**config.mk**
```make
export PLATFORM = sky130hd
export DESIGN_NAME = step_ramp_gen
export DESIGN_NICKNAME = d
export VERILOG_FILES = /design/src/rtl/step_ramp_gen.sv
export SDC_FILE = /design/constraint.sdc
export NUM_CORES = 1
export LEC_CHECK = 0
export ABC_AREA = 1
export CAP_MARGIN = 20
export CORE_MARGIN = 1.5
export CORE_UTILIZATION = 48
export DETAILED_ROUTE_END_ITERATION = 16
export GPL_TIMING_DRIVEN = 0
export PLACE_DENSITY_LB_ADDON = 0.12
export SYNTH_ARGS = -nofsm -noshare
export SYNTH_HDL_FRONTEND = slang
export SYNTH_SLANG_ARGS = --single-unit
```
**constraint.sdc**
```tcl
create_clock -name clk -period 4.2 [get_ports clk]
set_clock_uncertainty 0.2 [all_clocks]
set_input_delay 0.84 -clock clk [delete_from_list [all_inputs] [get_ports clk]]
set_output_delay 0.84 -clock clk [all_outputs]
set_load 0.05 [all_outputs]
```
**src/rtl/step_ramp_gen.sv**
```systemverilog
// Trapezoidal step-pulse generator: accel/cruise/decel period ramp with start/halt/estop.
// Optional JOG_MODE_EN: num_steps = 0 runs a continuous jog until halt.
module step_ramp_gen #(
    parameter int CNT_W      = 16,
    parameter int STEPS_W    = 16,
    parameter int MAX_PERIOD = 1000,
    parameter int MIN_PERIOD = 100,
    parameter int ACCEL_DEC  = 10
) (
    input  logic               clk,
    input  logic               reset,
    input  logic               start,
    input  logic               dir_in,
    input  logic [STEPS_W-1:0] num_steps,
    input  logic               halt,
    input  logic               estop,
    output logic               step_pulse,
    output logic               dir,
    output logic               busy,
    output logic               done,
    output logic               aborted,
    output logic [STEPS_W-1:0] steps_left
);

    typedef enum logic [1:0] {IDLE, ACCEL, CRUISE, DECEL} state_t;

    localparam logic [CNT_W-1:0] P_MAX = CNT_W'(MAX_PERIOD);
    localparam logic [CNT_W-1:0] P_MIN = CNT_W'(MIN_PERIOD);
    localparam logic [CNT_W-1:0] P_DEC = CNT_W'(ACCEL_DEC);

    state_t             state, state_n;
    logic [CNT_W-1:0]   timer, timer_n;
    logic [CNT_W-1:0]   period, period_n;
    logic [STEPS_W-1:0] ramp_cnt, ramp_n;
    logic [STEPS_W-1:0] remaining, rem_n;
    logic               dir_n, pulse_n, done_n, abort_n;
    logic               fin, fin_n;
    logic               jog, jog_n;

    logic [CNT_W:0]     up_sum;
    logic [CNT_W-1:0]   per_up, per_dn;
    logic [STEPS_W-1:0] ramp_inc, ramp_dec, rem_dec, ramp_min1, halt_rem;
    logic               tick;

    always_comb begin
        up_sum    = {1'b0, period} + {1'b0, P_DEC};
        per_up    = (up_sum > {1'b0, P_MAX}) ? P_MAX : up_sum[CNT_W-1:0];
        per_dn    = ({1'b0, period} >= ({1'b0, P_MIN} + {1'b0, P_DEC}))
                    ? period - P_DEC : P_MIN;
        ramp_inc  = (&ramp_cnt) ? ramp_cnt : ramp_cnt + 1'b1;
        ramp_dec  = (ramp_cnt == '0) ? '0 : ramp_cnt - 1'b1;
        rem_dec   = remaining - 1'b1;
        ramp_min1 = (ramp_cnt == '0) ? STEPS_W'(1) : ramp_cnt;
        halt_rem  = (jog || remaining > ramp_min1) ? ramp_min1 : remaining;
        tick      = (state != IDLE) && (timer == period - CNT_W'(1));
    end

    always_comb begin
        state_n  = state;
        timer_n  = timer;
        period_n = period;
        ramp_n   = ramp_cnt;
        rem_n    = remaining;
        dir_n    = dir;
        pulse_n  = 1'b0;
        done_n   = fin;
        abort_n  = 1'b0;
        fin_n    = 1'b0;
        jog_n    = jog;
        unique case (state)
            IDLE: begin
                if (start && !estop) begin
                    if (num_steps != '0) begin
                        dir_n    = dir_in;
                        rem_n    = num_steps;
                        period_n = P_MAX;
                        timer_n  = '0;
                        ramp_n   = '0;
                        state_n  = ACCEL;
                    end else begin
`ifdef JOG_MODE_EN
                        dir_n    = dir_in;
                        rem_n    = '0;
                        jog_n    = 1'b1;
                        period_n = P_MAX;
                        timer_n  = '0;
                        ramp_n   = '0;
                        state_n  = ACCEL;
`else
                        done_n   = 1'b1;
`endif
                    end
                end
            end
            default: begin
                if (estop) begin
                    state_n  = IDLE;
                    abort_n  = 1'b1;
                    timer_n  = '0;
                    period_n = '0;
                    ramp_n   = '0;
                    rem_n    = '0;
                    jog_n    = 1'b0;
                end else if (tick) begin
                    timer_n = '0;
                    pulse_n = 1'b1;
                    if (jog) begin
                        if (state == ACCEL) begin
                            ramp_n   = ramp_inc;
                            period_n = per_dn;
                            if (per_dn == P_MIN) state_n = CRUISE;
                        end
                    end else if (rem_dec == '0) begin
                        state_n  = IDLE;
                        fin_n    = 1'b1;
                        period_n = '0;
                        ramp_n   = '0;
                        rem_n    = '0;
                    end else begin
                        rem_n = rem_dec;
                        // Decelerate once the steps left fit inside the ramp built so far.
                        unique case (state)
                            ACCEL: begin
                                ramp_n = ramp_inc;
                                if (rem_dec <= ramp_inc) begin
                                    state_n  = DECEL;
                                    period_n = per_up;
                                end else begin
                                    period_n = per_dn;
                                    if (per_dn == P_MIN) state_n = CRUISE;
                                end
                            end
                            CRUISE: begin
                                if (rem_dec <= ramp_cnt) begin
                                    state_n  = DECEL;
                                    period_n = per_up;
                                end
                            end
                            default: begin
                                period_n = per_up;
                                ramp_n   = ramp_dec;
                            end
                        endcase
                    end
                end else begin
                    timer_n = timer + 1'b1;
                    if (halt && state != DECEL) begin
                        rem_n   = halt_rem;
                        jog_n   = 1'b0;
                        state_n = DECEL;
                    end
                end
            end
        endcase
    end

    always_ff @(posedge clk or negedge reset) begin
        if (!reset) begin
            state      <= IDLE;
            timer      <= '0;
            period     <= '0;
            ramp_cnt   <= '0;
            remaining  <= '0;
            dir        <= 1'b0;
            step_pulse <= 1'b0;
            done       <= 1'b0;
            aborted    <= 1'b0;
            fin        <= 1'b0;
            jog        <= 1'b0;
        end else begin
            state      <= state_n;
            timer      <= timer_n;
            period     <= period_n;
            ramp_cnt   <= ramp_n;
            remaining  <= rem_n;
            dir        <= dir_n;
            step_pulse <= pulse_n;
            done       <= done_n;
            aborted    <= abort_n;
            fin        <= fin_n;
            jog        <= jog_n;
        end
    end

    assign busy       = (state != IDLE);
    assign steps_left = remaining;

endmodule

```
==> results of run 1 <==
==> flip-flops by register name, summed over array words and instances, names as in the netlist <==
name        cells
timer          16
step_pulse      1
steps_left     16
aborted         1
dir             1
state           2
fin             1
done            1
period         16
ramp_cnt       16
==> power by group through the flow <==
| stage | registers (mW) | clock network, mW | logic (mW) |
|---|---|---|---|
| after global placement | 1.16 | 0 | 5.89 |
| after detailed placement | 1.16 | 0 | 5.97 |
| after CTS | 1.15 | 0.808 | 6.02 |
| after floorplan | 1.37 | 0 | 4.27 |
| final | 1.17 | 0.798 | 6.09 |
| after global routing | 1.20 | 0.834 | 6.85 |
==> final cells by class <==
class,instances,area (um^2)
fillers,1685,7360
multi-input cells,1068,5620
flip-flops and latches,71,1780
inverters,182,688
repair buffers,44,453
well taps,220,275
clock buffers,13,250
plain buffers,40,241
clock inverters,3,42.5
==> logic make-up after synthesis <==
| group | Yosys count | synth area share (%) |
|---|---|---|
| buffers and inverters | 224 | 11.3 |
| adders and majority gates | 58 | 8.75 |
| muxes | 1 | 0.136 |
| DFF | 71 | 21.4 |
| xor gates and xnor gates | 49 | 5.27 |
| AOI/OAI and AO/OA | 140 | 9.30 |
| and+or+nand+nor | 820 | 43.8 |
==> cell usage after synthesis (3+ instances only) <==
cell type / n
nand2_1: 436
and2_1: 3
o211ai_1: 4
nand4_1: 16
nor3b_1: 4
inv_1: 168
nand3b_1: 6
clkinv_1: 3
o21ai_0: 59
nor2_2: 16
nor2_1: 156
o21ai_2: 7
inv_2: 9
buf_2: 14
dfrtp_1: 71
nand2_4: 4
nand3_1: 122
o22ai_1: 3
buf_6: 6
a21oi_1: 54
xnor2_1: 11
nor3_1: 21
clkbuf_1: 16
nor4_1: 6
nor2_8: 3
buf_4: 4
ha_1: 58
o21bai_1: 3
nand2_2: 8
xor2_1: 37
nor2_4: 9
==> metal layers <==
layer	share of wire [%]	routed length, um	up-vias	GRT usage (%)
met3	7.8	1960	32	2.95
met2	40	9990	333	40.9
met1	51	12700	3890	45.1
met5	0	0	-	0
li1	-	-	4436	-
met4	1.4	357	0	7.29
==> metrics by stage <==
stage | std cells | setup TNS (ns) | util (%) | worst slack [ns]
4_1_cts | 1642 | 0 | 55.7 | 0.0464
2_1_floorplan | 1363 | 0 | - | 0.750
5_1_grt | 1641 | 0 | 55.9 | 0.0471
3_5_place_dp | 1626 | -1.06 | 54.0 | -0.172
6_report | 1641 | 0 | 55.9 | 0.156
3_3_place_gp | 1625 | -47.45 | 53.8 | -0.662
==> repair_timing <==
| item | in CTS | in global routing |
|---|---|---|
| setup buffers | 0 | 1 |
| gates resized for setup | 2 | 9 |
| pin swaps | 1 | 1 |
| setup endpoints to repair | 9 | 18 |
==> layout by cell type (no fill, tap or decap), types with 37 or more instances in the layout <==
cell type        netlist  layout
nand2_1              436     436
inv_1                168     166
nor2_1               156     154
nand3_1              122     122
dfrtp_1               71      71
o21ai_0               59      59
ha_1                  58      58
a21oi_1               54      54
clkdlybuf4s50_1        0      41
xor2_1                37      37
==> how the worst max path moves through the flow <==
stage | to | depth (start not counted) | slack (ns)
floorplan | period[8] | 21 | 0.75
global placement | period[10] | 1 | -0.66
detailed placement | period[9] | 20 | -0.17
CTS | period[14] | 23 | 0.05
global route | period[14] | 20 | 0.05
finish | period[14] | 21 | 0.16
==> flow_metrics.tcl, run 1 <==
set metrics [dict create \
    status "complete, no violations" \
    synth_cell_type_count 49 \
    ant_nets 0 \
    p_leak_nw 4.73 \
    grt_pass1_wl_um 40400 \
    yosysWarnings 0 \
    dp_hpwl_um 19800 \
    portBuffers 42 \
    rsz0062_at_grt "no" \
    cts.clk_slew.worst_paths_ns 0.06 \
    ys_seq_area_share_pct 21.4 \
    via_count 8691 \
    finalPower_mw 8.05 \
    fin_crit_ns 4.04 \
    setup_violations 0 \
    clk_latency_ns 0.35 \
    clock_power_share_pct 9.9 \
    vias_per_cell 5.30 \
    rows 47 \
    numCtsBuffers 9 \
    yosysTopAreaCellShare_pct 21.4 \
    critPathLaunch "ramp_cnt[5]" \
    worstPathArrival_ns 4.11 \
    maxSlewViolCount 0 \
    first_global_vias 7737 \
    routed_wl_um 25000 \
    timing.rr.start "ramp_cnt[5]" \
    worst_slew_pin_slew_ns 0.894 \
    synth_top_cell_by_area "dfrtp_1" \
    drv_cap 0 \
    drt_iter0_drc 1050 \
    clk_path_buf_depth 2 \
    cpPeakStageDelay_ns 0.48 \
    crit_chain "inv_1 > nor4_1 > nand2_1 > nor2_4 > inv_1 > o21ai_0 > inv_1 > ha_1 > a21oi_1 > o21ai_0 > nand2_1 > nand3_1 > nand2_1 > nand2_1 > nand3_1 > clkbuf_2 > inv_2 > nand4_1 > nor2_1 > nand2_1 > o21ai_1" \
    synth_cells 1363 \
    grt_usage_pct 28.6 \
    antenna_found_initial 0 \
    pwr-share-seq_pct 14.5 \
    core_mm2 0.0167 \
    routedWlPerCell_um 15.3 \
    cp-start-kind "flop" \
    power.density_mw_per_mm2 862 \
    gp_congestion 0.917 \
    num-nets-final 1496 \
    path_class "reg -> reg" \
    cp_top_family "simple AND/OR/NAND/NOR gates" \
    synthFlopType "dfrtp_1" \
    critPathRequiredTime_ns 4.26 \
    yosys-top-cells-area "dfrtp_1, nand2_1, ha_1" \
    drive_gt1_share_pct 8.23 \
    io_pins 43 \
    hold_viol 0 \
    cp_max_fo 10 \
    fp.dieH_um 134 \
    synth_edf_count 0 \
    fin_area_mm2 0.00934 \
    p_sw_share_pct 57.7 \
    syn_area_per_cell_um2 6.08 \
    cts_tree "yes" \
    ys_ff_latch 71 \
    start_util_pct 49.6 \
    internal_power_mw 3.40 \
    crit_path_end_kind "flop" \
    path_buf_inv 5 \
    dieArea_mm2 0.0181 \
    drcViolationCount 0 \
    ctsHoldBuffers 0 \
    whs_ns 0.185 \
    overflow 0 \
    slew_headroom_pct 40.2 \
    drt_pass1_iterations 6 \
    ir_drop_v 0.000537 \
    hold_class "in -> async" \
    period_share_pct 96.3 \
    synth_nets 1443 \
    synthArstFlopShare_pct 100 \
    die_x_um 134 \
    power_switching_mw 4.65 \
    htree_num_levels 3 \
    reg2reg_depth 21 \
    cts-root-buf "clkbuf_16" \
    grt_start_max_net_pins 53 \
    post_dp_cell_area_mm2 0.00901 \
    antennaDiodeCount 0 \
    r2r_setup_slack_ns 0.16 \
    syn_area_mm2 0.00829 \
    clock-sinks 71 \
    reg2reg_to "period[14]" \
    cpMostUsedCell "nand2_1" \
    crit_slowest_cell "dfrtp_1" \
    combPwrFrac_pct 75.6 \
    area_growth_pct 12.7 \
    fmax_ghz 0.247 \
]
Power figures use the tool's default switching activity.
==> inputs of run 2 (changes only) <==
CAP_MARGIN = unset   (was 20)
==> results of run 2 <==
No change in the layout: final DEF, timing and power equal those of run 1.
